File: src/rtl/mem_data_register.sv
// Memory data register: captures bus read data once per memory phase, extracts loads, flags misalignment.
// Result lands one edge after the last waitrequest-low cycle; stall holds the CPU while the bus waits.
module mem_data_register #(
    parameter int unsigned STATE_WIDTH = 3,
    parameter int unsigned MEM_STATE   = 3,
    parameter logic [31:0] RESET_VALUE = 32'h0000_0000
) (
    input  logic                   clk,
    input  logic                   reset,
    input  logic [STATE_WIDTH-1:0] state,
    input  logic [2:0]             load_op,
    input  logic [1:0]             byte_addr,
    input  logic [31:0]            rt_data,
    input  logic [31:0]            mem_readdata,
    input  logic                   mem_waitrequest,
    output logic [31:0]            dr_readdata,
    output logic                   dr_valid,
    output logic                   stall,
    output logic                   addr_error
);

    localparam logic [STATE_WIDTH-1:0] MEM_ST = STATE_WIDTH'(MEM_STATE);

    localparam logic [2:0] OP_LB  = 3'd1;
    localparam logic [2:0] OP_LBU = 3'd2;
    localparam logic [2:0] OP_LH  = 3'd3;
    localparam logic [2:0] OP_LHU = 3'd4;
    localparam logic [2:0] OP_LWL = 3'd5;
    localparam logic [2:0] OP_LWR = 3'd6;

    typedef enum logic [1:0] {
        S_IDLE = 2'd0,
        S_WAIT = 2'd1,
        S_DONE = 2'd2
    } fsm_e;

    fsm_e        fsm_q, fsm_d;
    logic [31:0] data_q, data_d;
    logic        valid_q, valid_d;
    logic        err_q, err_d;

    logic        in_mem;
    logic        capture;
    logic        misaligned;
    logic [31:0] extracted;
    logic [15:0] lane;
    logic [4:0]  lwl_sh;
    logic [4:0]  lwr_sh;

    assign in_mem = (state == MEM_ST);
    assign stall  = in_mem & mem_waitrequest & (fsm_q != S_DONE);

    // Byte/half lane selected by the address; 3-k equals ~k for a 2-bit k.
    assign lane   = 16'(mem_readdata >> {byte_addr, 3'b000});
    assign lwl_sh = {~byte_addr, 3'b000};
    assign lwr_sh = {byte_addr, 3'b000};

    always_comb begin
        extracted  = mem_readdata;
        misaligned = 1'b0;
        case (load_op)
            OP_LB:  extracted = {{24{lane[7]}}, lane[7:0]};
            OP_LBU: extracted = {24'h0, lane[7:0]};
            OP_LH: begin
                extracted  = {{16{lane[15]}}, lane[15:0]};
                misaligned = byte_addr[0];
            end
            OP_LHU: begin
                extracted  = {16'h0, lane[15:0]};
                misaligned = byte_addr[0];
            end
            OP_LWL: extracted = (mem_readdata << lwl_sh) | (rt_data & ((32'h1 << lwl_sh) - 32'h1));
            OP_LWR: extracted = (mem_readdata >> lwr_sh) | (rt_data & ~(32'hFFFF_FFFF >> lwr_sh));
            default: begin
                extracted  = mem_readdata;
                misaligned = (byte_addr != 2'b00);
            end
        endcase
    end

    always_comb begin
        fsm_d   = fsm_q;
        capture = 1'b0;
        case (fsm_q)
            S_IDLE: begin
                if (in_mem) begin
                    if (mem_waitrequest) begin
                        fsm_d = S_WAIT;
                    end else begin
                        capture = 1'b1;
                        fsm_d   = S_DONE;
                    end
                end
            end
            S_WAIT: begin
                // Leaving the memory state mid-wait abandons the access.
                if (!in_mem) begin
                    fsm_d = S_IDLE;
                end else if (!mem_waitrequest) begin
                    capture = 1'b1;
                    fsm_d   = S_DONE;
                end
            end
            S_DONE: begin
                if (!in_mem) fsm_d = S_IDLE;
            end
            default: fsm_d = S_IDLE;
        endcase
    end

    always_comb begin
        data_d  = data_q;
        valid_d = 1'b0;
        err_d   = 1'b0;
        if (capture) begin
            if (misaligned) begin
                err_d = 1'b1;
            end else begin
                data_d  = extracted;
                valid_d = 1'b1;
            end
        end
    end

    always_ff @(posedge clk) begin
        if (reset) begin
            fsm_q   <= S_IDLE;
            data_q  <= RESET_VALUE;
            valid_q <= 1'b0;
            err_q   <= 1'b0;
        end else begin
            fsm_q   <= fsm_d;
            data_q  <= data_d;
            valid_q <= valid_d;
            err_q   <= err_d;
        end
    end

    assign dr_readdata = data_q;
    assign dr_valid    = valid_q;
    assign addr_error  = err_q;

endmodule

File: config.mk
export PLATFORM = sky130hd
export DESIGN_NAME = mem_data_register
export DESIGN_NICKNAME = d
export VERILOG_FILES = /design/src/rtl/mem_data_register.sv
export SDC_FILE = /design/constraint.sdc
export NUM_CORES = 1
export LEC_CHECK = 0
export CAP_MARGIN = 40
export CORE_MARGIN = 2
export CORE_UTILIZATION = 41
export CTS_CLUSTER_SIZE = 12
export DETAILED_ROUTE_END_ITERATION = 12
export PLACE_DENSITY = 0.81
export RECOVER_POWER = 50
export SLEW_MARGIN = 25
export SYNTH_ARGS = -nofsm -noshare
export SYNTH_HDL_FRONTEND = slang
export SYNTH_SLANG_ARGS = --single-unit
File: constraint.sdc
create_clock -name clk -period 1.9 [get_ports clk]
set_input_delay 0.19 -clock clk [delete_from_list [all_inputs] [get_ports clk]]
set_output_delay 0.19 -clock clk [all_outputs]
set_load 0.02 [all_outputs]
# Word-level counts from Yosys, hierarchy flattened
# Index checks and enable logic that the tools add are counted.
dict set report word_totals {
  reg_bits 36
  output_inout_bits 35
  word_cells 53
  inputBits 75
}
dict set report op_classes {
  addsub 1
  bitwise_logic 10
  n_eq_ne 13
  muxes 13
  reduce_logical 8
  n_shift 4
}
# cell n
set op_table {}
lappend op_table {{$pmux 32 s6} 1}
lappend op_table {{$and 32x32->32} 2}
lappend op_table {{$or 32x32->32} 2}
lappend op_table {{$not 32->32} 1}
lappend op_table {{$shl 1x5->32 const A} 1}
lappend op_table {{$shl 32x5->32} 1}
lappend op_table {{$shr 32x5->32} 1}
lappend op_table {{$shr 32x5->32 const A} 1}
lappend op_table {{$sub 32x1->32 const B} 1}
lappend op_table {{$mux 2} 5}
lappend op_table {{$eq 3x2->1 const B} 3}
lappend op_table {{$eq 3x3->1 const B} 3}
lappend op_table {{$ne 2x2->1 const B} 3}
lappend op_table {{$pmux 2 s3} 1}
lappend op_table {{$reduce_or 2->1} 3}
lappend op_table {{$mux 1} 5}
lappend op_table {{$reduce_or 4->1} 1}
lappend op_table {{$eq 3x1->1 const B} 1}
lappend op_table {{$ne 3x3->1 const B} 1}
lappend op_table {{$reduce_and 3->1} 1}
lappend op_table {{$and 1x1->1} 2}
lappend op_table {{$eq 2x1->1 const B} 1}
lappend op_table {{$eq 2x2->1 const B} 1}
lappend op_table {{$logic_not 2->1} 1}
lappend op_table {{5 further kinds} 6}

# Depth between registers and ports, before layout
# Gate-level depths: netlist of run 1.
dict set report logic_depth {
  depth_word 6
  mapped_depth 10
  mapped_depth_nobuf 8
}

# Worst setup path before layout of run 1
# OpenSTA, ideal clock, no wires.
dict set report synth_timing {
  kind {input port to flip-flop}
  startpoint {in byte_addr[1]}
  endpoint {reg data_q[12], in the netlist dr_readdata[12]}
  stages 10
  setup_ps 123
  arrival_ps 1890
  slack_ps -113
  n_path_buf 3
  required_time_ps 1777
  path_cell_list {buf_4 -> buf_2 -> clkbuf_1 -> nand2_1 -> ha_1 -> and3b_1 -> o21ai_1 -> o22ai_1 -> a211oi_1 -> o21ai_0}
}
dict set report synth_between {
  elab_chain_cells 6
  word_cells_on_any_way 16
  classes_between {add/sub: 1; shift: 4; mux: 2; bitwise: 7; reduce/logical: 2}
}
# item line
set synth_rtl {}
lappend synth_rtl {{start: declaration} 12} ;# input logic [1:0] byte_addr,
lappend synth_rtl {{$not 2->2} 55} ;# assign lwl_sh = {~byte_addr, 3'b000};
lappend synth_rtl {{$shl 1x5->32} 72} ;# OP_LWL: extracted = (mem_readdata << lwl_sh) | (rt_data & ((32'h1 << lwl_sh) - 32'h1));
lappend synth_rtl {{$sub 32x1->32} 72}
lappend synth_rtl {{$and 32x32->32} 72}
lappend synth_rtl {{$or 32x32->32} 72}
lappend synth_rtl {{$pmux 32 s6} 61} ;# case (load_op)
lappend synth_rtl {{end signal: assignment} 133} ;# data_q <= data_d;
lappend synth_rtl {{end: declaration} 38} ;# logic [31:0] data_q, data_d;
# Parallel ways exist; a longest one is shown, timed or not.
# A chain may end at the register's enable or synchronous reset.

# Worst setup path in the final report of run 1
dict set report layout_timing {
  startpoint {in mem_readdata[15]}
  endpoint {reg data_q[14], in the netlist dr_readdata[14]}
}
dict set report layout_between {
  elab_chain_cells 2
}
# item line
set layout_rtl {}
lappend layout_rtl {{start: declaration} 14} ;# input logic [31:0] mem_readdata,
lappend layout_rtl {{$shr 32x5->32} --}
lappend layout_rtl {{$pmux 32 s6} 61}
# Every way passes these cells.

==> flow_metrics.tcl, run 1 <==
set metrics [dict create \
    status "completed" \
    post_synth.cell_area_avg_um2 7.79 \
    wl_per_cell_um 17.5 \
    cpPeakStageDelay_ns 0.51 \
    numCtsBuffers 5 \
    fillerInstances 552 \
    static-leakage-power_uw 0.00203 \
    detailedPlacementHpwl_um 8590 \
    deepest_clock_path_buffer_count 2 \
    vias 3736 \
    overflow 0 \
    critical_path.reg2reg.startpoint "fsm_q[1]" \
    worst_slew_margin_rel_pct 60.0 \
    antenna_found_initial 0 \
    post-layout-total-power_uw 2340 \
    num_rows 30 \
    die_h_um 88.9 \
    grt_pass1_vias 3398 \
    hold_path_end "dr_readdata[15]" \
    route.antenna.remaining_nets 0 \
    cts_sinks 36 \
    period_share_pct 95.7 \
    wire_length_of_the_first_global_routing_pass_um 16900 \
    power.ir.vdd_worst_mv 0.334 \
    die_w_um 88.9 \
    final.setup.tns_ns 0 \
    mostFrequentLayoutCell "buf_4" \
    kind_of_cell_adding_the_most_delay_to_the_critical_path "buffers and inverters" \
    timing.setup.critical_path_class "input pin to flip-flop" \
    clk_latency_ns 0.31 \
    postLayoutCellArea_mm2 0.00484 \
    avgViaCountPerCell 5.83 \
    placed_cell_area_mm2 0.00467 \
    worst-endpoint-required_ns 2.08 \
    ys_seq_elements 36 \
    timing.final.max_slew_violations 0 \
    setup.worst_path.end_class "flip-flop" \
    layout.cells.most_common_list "buf_4 (72), clkdlybuf4s50_1 (71), o21ai_0 (52), nand2_1 (46), dfxtp_1 (36)" \
    timing.critical_path.slowest_stage_cell "mux4_2" \
    p_per_area_mw_per_mm2 483 \
    reg2reg_setup_slack_ns 0.17 \
    h_tree_depth 2 \
    clockRootBuffer "clkbuf_8" \
    initialDrtViolationCount 223 \
    max_slew.worst_pin.slew_ns 0.598 \
    yosys_most_used_dff "dfxtp_1" \
    io_buffers 109 \
    placeableCoreArea_mm2 0.00687 \
    io_pins 110 \
    crit_path_cell_trace "clkdlybuf4s50_1 > mux4_2 > o21ai_2 > buf_4 > nand2_2 > buf_4 > a211oi_1 > o21ai_0" \
    synth-seq-area-share_pct 24.4 \
    nets 620 \
    cts_tree "done" \
    crit_path_max_fanout 7 \
    report.final.hold_viol_count 0 \
    yosys.area.top_type_share_pct 24.4 \
    finalWirelength_um 11200 \
    synthTopCellsByArea "dfxtp_1 (24%), o21ai_0 (9.0%), mux2i_1 (7.1%)" \
    syn-num-nets 455 \
    hp-start "dr_readdata[15]" \
    cell_type_with_the_largest_total_area_after_synthesis "dfxtp_1" \
    final_setup_violation_count 0 \
    floorplan.initialDensity_pct 43.0 \
    min_period_ns 1.82 \
    synthCells 379 \
    clock_skew_ns 0.0121 \
    post-cts-setup-buffers 0 \
    proportion_of_layout_cells_with_a_drive_suffix_above_1_pct 23.1 \
    clk_transition_reported_paths_ns 0.08 \
    maxCapViolations 0 \
    min_path_type "flip-flop to flip-flop" \
    cp-start-kind "input pin" \
    die-area_mm2 0.00790 \
    crit_arrival_ns 2.00 \
    r2r_cells 5 \
    synth_warnings 0 \
    syn_area_mm2 0.00295 \
    drt-pass1-iter-count 5 \
    fmaxAchievable_ghz 0.550 \
    worst-path-buf-inv 3 \
    grt_use_total_pct 27.8 \
    number_of_synthesized_flops_with_an_enable_pin 0 \
    post_synth_num_cell_types 52 \
    min_path_cells 2 \
    gp_congestion 0.905 \
    ys_async_sr_fraction_pct 0 \
    layout-area-overhead-vs-synth_pct 63.9 \
    antennaDiodeCount 0 \
    crit_path_frequent_cell "buf_4" \
    pin_count_of_the_biggest_net_entering_global_routing 36 \
    critical_path.reg2reg.endpoint "dr_readdata[17]" \
    drcViolationCount 0 \
]
[through the flow]
| stage | setup slack [ns] | utilization, % | hold slack (ns) | cells |
|---|---|---|---|---|
| after CTS | 0.00395 | 69.5 | 0.461 | 641 |
| after floorplan | 0.0190 | - | 0.363 | 379 |
| after detailed placement | -0.288 | 67.9 | 0.442 | 633 |
| after global routing | -0.0389 | 70.5 | 0.470 | 641 |
| after global placement | -0.252 | 67.9 | 0.436 | 633 |
| final | 0.0811 | 70.5 | 0.450 | 641 |
[layout make-up]
type	instances	area, µm²	area share [%]
Clock buffer	5	68.8	1.42
Clock inverter	3	42.5	0.879
Inverter	13	48.8	1.01
Multi-Input combinational cell	300	2100	43.3
Sequential cell	36	721	14.9
Tap cell	96	120	2.48
Timing Repair Buffer	188	1740	36.0
[synth_stat cells (3+ instances only)]
cell        n
and3b_1     3
nand2_1    46
mux4_2      3
a221oi_1   10
a2bb2oi_1   6
o22ai_1     9
mux2_2     15
mux2i_1    21
nand2b_1    3
buf_4       4
dfxtp_1    36
clkbuf_1    8
buf_2      15
o21ai_0    53
inv_1      12
a21oi_1    14
nor3_1      4
nand3_1     3
nor2_1     11
o22a_1      7
and3_1      7
a22oi_1     8
o221ai_1    7
a211oi_1   16
a2111oi_0   8
nor2b_1    19
[flip-flops by register name (all words and copies together) (netlist names)]
register	flops
addr_error	1
dr_readdata	32
dr_valid	1
fsm_q	2
[layer usage]
layer  wire (µm)  track usage (%)
met5           0                0
met3         903             4.66
met2        5320             46.0
met1        4820             37.2
met4         165             7.71
[how the worst max path moves through the flow]
stage | start | end | slack, ns | depth (start not counted)
after floorplan | byte_addr[1] | dr_readdata[8] | 0.02 | 9
after global placement | mem_readdata[15] | dr_readdata[26] | -0.25 | 7
after detailed placement | load_op[2] | dr_readdata[24] | -0.29 | 6
after CTS | mem_readdata[15] | dr_readdata[26] | 0.004 | 7
after global routing | mem_readdata[15] | dr_readdata[29] | -0.04 | 7
final | mem_readdata[15] | dr_readdata[14] | 0.08 | 8
[worst reg2reg max path, delay by kind of cell, from the launching register on]
kind                   cells  cell delay, ns
and+or+nand+nor            2            0.85
DFF                        1            0.36
AOI/OAI and AO/OA          2            0.26
buffers and inverters      1            0.19
[logic make-up after synthesis]
group                      after synthesis  synth area share (%)
muxes                                   39                  15.1
AOI/OAI and AO/OA                      153                  35.1
DFF                                     36                  24.4
adders and majority gates                1                 0.423
and+or+nand+nor                        107                  18.1
buffers and inverters                   43                  6.90
[where the power goes]
part           leakage [µW]  internal, µW  switching, µW
registers          0.000291           769           8.16
logic               0.00169           460            402
clock network     0.0000541           389            311
total               0.00203          1620            722
[repair_timing]
item / CTS / global route
resized for setup: 0 / 22
hold endpoints to repair: 0 / 0
hold buffers: 0 / 0
setup endpoints to repair: 0 / 23
No activity file was read; power rests on OpenSTA's default activity.
==> run 2, diff against run 1 <==
==> constraint.sdc (replaced) <==
create_clock -name clk -period 1.9 [get_ports clk]
set_input_delay 0.19 -clock clk [delete_from_list [all_inputs] [get_ports clk]]
set_output_delay 0.19 -clock clk [all_outputs]
set_load 0.01 [all_outputs]
==> flow_metrics.tcl, run 2 (synthesis results as in run 1) <==
set metrics [dict create \
    die_w_um 88.9 \
    number_of_flip_flops_under_the_largest_register_name 32 \
    antenna_found_initial 0 \
    min_period_ns 1.82 \
    fin_ws_ns 0.0844 \
    power.ir.vdd_worst_mv 0.334 \
    post-cts-setup-buffers 0 \
    reg2reg_setup_slack_ns 0.17 \
    timing.setup.critical_path_class "input pin to flip-flop" \
    cpPeakStageDelay_ns 0.51 \
    die_h_um 88.9 \
    wire_length_of_the_first_global_routing_pass_um 16900 \
    status "completed" \
    drcViolationCount 0 \
    final_util_pct 70.4 \
    proportion_of_layout_cells_with_a_drive_suffix_above_1_pct 23.1 \
    num_rows 30 \
    cts-resized-gates 0 \
    crit_arrival_ns 1.99 \
    clockRootBuffer "clkbuf_8" \
    period_share_pct 95.6 \
    sum_of_met2_wire_segment_lengths_after_detailed_routing_um 5310 \
    grt_pass1_vias 3398 \
    clock_skew_ns 0.0123 \
    timing.critical_path.slowest_stage_cell "mux4_2" \
    fmaxAchievable_ghz 0.551 \
    die-area_mm2 0.00790 \
    hold_path_end "dr_readdata[15]" \
    numCtsBuffers 5 \
    cts_tree "done" \
    overflow 0 \
    gp_congestion 0.905 \
    crit_path_cell_trace "clkdlybuf4s50_1 > mux4_2 > o21ai_2 > buf_4 > nand2_2 > buf_4 > a211oi_1 > o21ai_0" \
    min_path_cells 2 \
    static-leakage-power_uw 0.00202 \
    p_per_area_mw_per_mm2 481 \
    layout-area-overhead-vs-synth_pct 63.8 \
    critical_path.reg2reg.startpoint "fsm_q[1]" \
    avgViaCountPerCell 5.86 \
    finalWirelength_um 11200 \
    floorplan.initialDensity_pct 43.0 \
    antennaDiodeCount 0 \
    clk_transition_reported_paths_ns 0.08 \
    post-layout-total-power_uw 2330 \
    layout.cells.most_common_list "clkdlybuf4s50_1 (73), buf_4 (72), o21ai_0 (52), nand2_1 (46), dfxtp_1 (36)" \
    worst-endpoint-required_ns 2.08 \
    pin_count_of_the_biggest_net_entering_global_routing 36 \
    cts_sinks 36 \
    route.antenna.remaining_nets 0 \
    mostFrequentLayoutCell "clkdlybuf4s50_1" \
    maxUsedRoutingLayer "met4" \
    placeableCoreArea_mm2 0.00687 \
    worst-path-buf-inv 3 \
    nets 620 \
    wl_per_cell_um 17.4 \
    r2r_cells 5 \
    maxCapViolations 0 \
    max_slew.worst_pin.slew_ns 0.602 \
    grt_use_total_pct 27.8 \
    met3RoutedLength_um 960 \
    clk_latency_ns 0.30 \
    h_tree_depth 2 \
    crit_path_max_fanout 7 \
    final_setup_violation_count 0 \
    hp-start "dr_readdata[15]" \
    cp-start-kind "input pin" \
    worst_slew_margin_rel_pct 59.7 \
    detailedPlacementHpwl_um 8590 \
    vias 3757 \
    io_buffers 109 \
    cts_hold_repair.buffers 0 \
    route.layer.met1.wl_um 4750 \
    io_pins 110 \
    kind_of_cell_adding_the_most_delay_to_the_critical_path "buffers and inverters" \
    setup.worst_path.end_class "flip-flop" \
    critical_path.reg2reg.endpoint "dr_readdata[17]" \
    initialDrtViolationCount 223 \
    report.final.hold_viol_count 0 \
    drt-pass1-iter-count 5 \
    deepest_clock_path_buffer_count 2 \
    crit_path_frequent_cell "buf_4" \
    min_path_type "flip-flop to flip-flop" \
    pre_cts_ws_ns -0.288 \
    timing.final.max_slew_violations 0 \
]
run 2: cell count changes in the layout (fill, tap and decap cells not counted):
cell	before	now
clkdlybuf4s50_1	71	73
dlygate4sd3_1	33	32
dlymetal6s2s_1	3	2
run 2: area by class of cell:
cell class                 count  area (µm²)
fill                         555        2030
sequential                    36         721
multi-input combinational    300        2100
tap                           96         120
inverter                      13        48.8
clock inverter                 3        42.5
timing repair buffer         188        1740
clock buffer                   5        68.8
run 2: how the worst max path moves through the flow:
stage | startpoint | to | cells past startpoint
global placement | mem_readdata[15] | dr_readdata[26] | 7
finish | mem_readdata[15] | dr_readdata[14] | 8
CTS | mem_readdata[15] | dr_readdata[26] | 7
floorplan | byte_addr[1] | dr_readdata[8] | 9
global route | mem_readdata[15] | dr_readdata[29] | 7
detailed placement | load_op[2] | dr_readdata[24] | 6
run 2: metal layers:
layer  global-route usage (%)  vias up
li1                         -     1774
met1                     37.2     1747
met2                     46.0      219
met3                     4.66       17
met4                     7.71        0
met5                        0        -
run 2: worst reg2reg max path, delay by kind of cell (launching register included):
kind,cells,cell delay [ns]
compound gates,2,0.26
flops,1,0.36
simple gates,2,0.85
buf+inv,1,0.19
run 2: where the power goes:
group | internal, µW | total [µW] | switching, µW | leakage [µW]
clock | 389 | 700 | 312 | 0.0000541
sequential | 769 | 778 | 8.14 | 0.000291
combinational | 460 | 850 | 390 | 0.00167
total | 1620 | 2330 | 710 | 0.00202
run 2: per-stage QoR:
step	std cells	hold WS [ns]	area [µm²]	TNS, ns
2_1_floorplan	379	0.363	2960	0
3_3_place_gp	633	0.436	4670	-4.82
3_5_place_dp	633	0.442	4670	-6.03
4_1_cts	641	0.461	4780	0
5_1_grt	641	0.470	4840	-0.0389
6_report	641	0.450	4840	0
==> run 3, diff against run 2 <==
--- a/config.mk
+++ b/config.mk
@@ -7,10 +7,10 @@
 export LEC_CHECK = 0
 export CAP_MARGIN = 40
 export CORE_MARGIN = 2
-export CORE_UTILIZATION = 41
+export CORE_UTILIZATION = 30
 export CTS_CLUSTER_SIZE = 12
 export DETAILED_ROUTE_END_ITERATION = 12
-export PLACE_DENSITY = 0.81
+export PLACE_DENSITY = 0.63
 export RECOVER_POWER = 50
 export SLEW_MARGIN = 25
 export SYNTH_ARGS = -nofsm -noshare
==> flow_metrics.tcl, run 3 (synthesis results as in run 1) <==
set metrics [dict create \
    drcViolationCount 0 \
    timing.final.max_slew_violations 0 \
    power_switching_uw 685 \
    overflow 0 \
    cpPeakStageDelay_ns 0.51 \
    share_seq_of_total_power_pct 35.4 \
    grt_pass1_vias 3456 \
    grt_use_total_pct 21.5 \
    detailedPlacementHpwl_um 9050 \
    initialDrtViolationCount 211 \
    antennaDiodeCount 0 \
    power_frac_comb_pct 38.0 \
    crit_path_cell_trace "clkdlybuf4s50_1 > mux4_2 > buf_4 > nand2_1 > o21ai_0 > a2111oi_0 > a2111oi_0" \
    antenna_found_initial 0 \
    h_tree_depth 2 \
    status "completed" \
    finalWirelength_um 11600 \
    avgViaCountPerCell 5.29 \
    cp-start-kind "input pin" \
    r2r_cells 5 \
    clock_skew_ns 0.00755 \
    deepest_clock_path_buffer_count 2 \
    nets 620 \
    placeableCoreArea_mm2 0.00968 \
    maxCapViolations 0 \
    max_slew.worst_pin.slew_ns 0.605 \
    numCtsBuffers 5 \
    min_path_type "flip-flop to flip-flop" \
    pin_count_of_the_biggest_net_entering_global_routing 32 \
    min_path_cells 2 \
    route.antenna.remaining_nets 0 \
    critical_path.reg2reg.startpoint "fsm_q[1]" \
    reg2reg_setup_slack_ns 0.16 \
    setup.worst_path.end_class "flip-flop" \
    hold_path_end "dr_readdata[23]" \
    fillerInstances 936 \
    mostFrequentLayoutCell "clkdlybuf4s50_1" \
    io_buffers 109 \
    die_w_um 103 \
    final_util_pct 49.7 \
    proportion_of_layout_cells_with_a_drive_suffix_above_1_pct 22.2 \
    power.share.clock_pct 26.6 \
    worst-endpoint-required_ns 2.06 \
    pint_uw 1510 \
    post-cts-setup-buffers 0 \
    p_per_area_mw_per_mm2 456 \
    timing.critical_path.slowest_stage_cell "mux4_2" \
    report.final.hold_viol_count 0 \
    min_period_ns 1.83 \
    cts_tree "done" \
    static-leakage-power_uw 0.00198 \
    pre_cts_ws_ns -0.273 \
    layout.cells.most_common_list "clkdlybuf4s50_1 (76), buf_4 (75), o21ai_0 (52), nand2_1 (46), dfxtp_1 (36)" \
    wl_per_cell_um 17.1 \
    crit_arrival_ns 1.99 \
    final_setup_violation_count 0 \
    die_h_um 103 \
    num_rows 36 \
    timing.setup.critical_path_class "input pin to flip-flop" \
    sw_frac_of_total_pct 31.2 \
    fmaxAchievable_ghz 0.548 \
    crit_path_frequent_cell "a2111oi_0" \
    floorplan.initialDensity_pct 30.5 \
    clk_latency_ns 0.29 \
    wire_length_of_the_first_global_routing_pass_um 17800 \
    layout-area-overhead-vs-synth_pct 62.9 \
    power.ir.vdd_worst_mv 0.260 \
    crit_path_max_fanout 3 \
    drt-pass1-iter-count 5 \
    number_of_flip_flops_under_the_largest_register_name 32 \
    fin_ws_ns 0.0748 \
    hp-start "dr_readdata[23]" \
    clk_transition_reported_paths_ns 0.08 \
    gp_congestion 0.852 \
    vias 3584 \
    grt_setup_unrepaired "true" \
    die-area_mm2 0.0107 \
    clockRootBuffer "clkbuf_8" \
    period_share_pct 96.1 \
    critical_path.reg2reg.endpoint "dr_readdata[14]" \
    cts_sinks 36 \
    io_pins 110 \
    worst_slew_margin_rel_pct 59.5 \
]
run 3: cell count changes in the layout (fill, tap and decap cells not counted), moves of 2 or more:
cell and change:
dlygate4sd3_1 -2, buf_12 -2, clkdlybuf4s50_1 +3, buf_4 +3, a2111oi_1 +2, a2111oi_2 -3
run 3: cell type report:
class	instances	area, µm²	area share (%)
clock buffer	6	82.6	1.72
clock inverter	2	10.0	0.208
inverter	13	48.8	1.01
multi-input combinational	300	2070	43.1
sequential	36	721	15.0
tap	133	166	3.46
timing repair buffer	188	1710	35.6
run 3: worst max path at each step:
| stage | start | end | depth (start not counted) |
|---|---|---|---|
| global route | mem_readdata[15] | dr_readdata[29] | 7 |
| finish | mem_readdata[15] | dr_readdata[24] | 7 |
| detailed placement | mem_readdata[31] | dr_readdata[25] | 7 |
| CTS | mem_readdata[15] | dr_readdata[25] | 7 |
| global placement | mem_readdata[7] | dr_readdata[27] | 7 |
| floorplan | byte_addr[1] | dr_readdata[8] | 9 |
run 3: what timing repair did:
action / CTS / global route
endpoints found under the setup margin: 0 / 21
hold buffers: 0 / 0
hold endpoints to repair: 0 / 0
resized for setup: 0 / 13
run 3: metrics by stage:
stage	hold slack (ns)	std cells	total power (µW)	area [µm²]	setup TNS, ns
finish	0.450	678	2200	4810	0
floorplan	0.363	379	1160	2960	0
CTS	0.467	678	2200	4780	0
global placement	0.440	670	1610	4690	-5.05
detailed placement	0.449	670	1610	4690	-6.11
global route	0.484	678	2310	4810	-0.0120
run 3: metal layers:
layer  wire length, µm  track usage [%]  part of all wire [%]  vias to the layer above
li1                  -                -                     -                     1774
met1              5510             30.4                    48                     1671
met2              5230             35.3                    45                      130
met3               732             3.16                   6.3                        9
met4               124             3.95                   1.1                        0
met5                 0                0                     0                        -
run 3: power by group through the flow:
| stage | clock, µW | sequential, µW | combinational, µW |
|---|---|---|---|
| floorplan | 0 | 802 | 358 |
| global placement | 0 | 796 | 810 |
| detailed placement | 0 | 796 | 817 |
| CTS | 605 | 778 | 822 |
| global route | 631 | 780 | 896 |
| finish | 583 | 778 | 835 |
run 3: worst max-delay path, delay by kind of cell:
kind / cells / cell delay [ns]
buffers and inverters: 2 / 0.62
AO/OA/AOI/OAI: 3 / 0.62
multiplexers: 1 / 0.51
AND/OR/NAND/NOR: 1 / 0.06
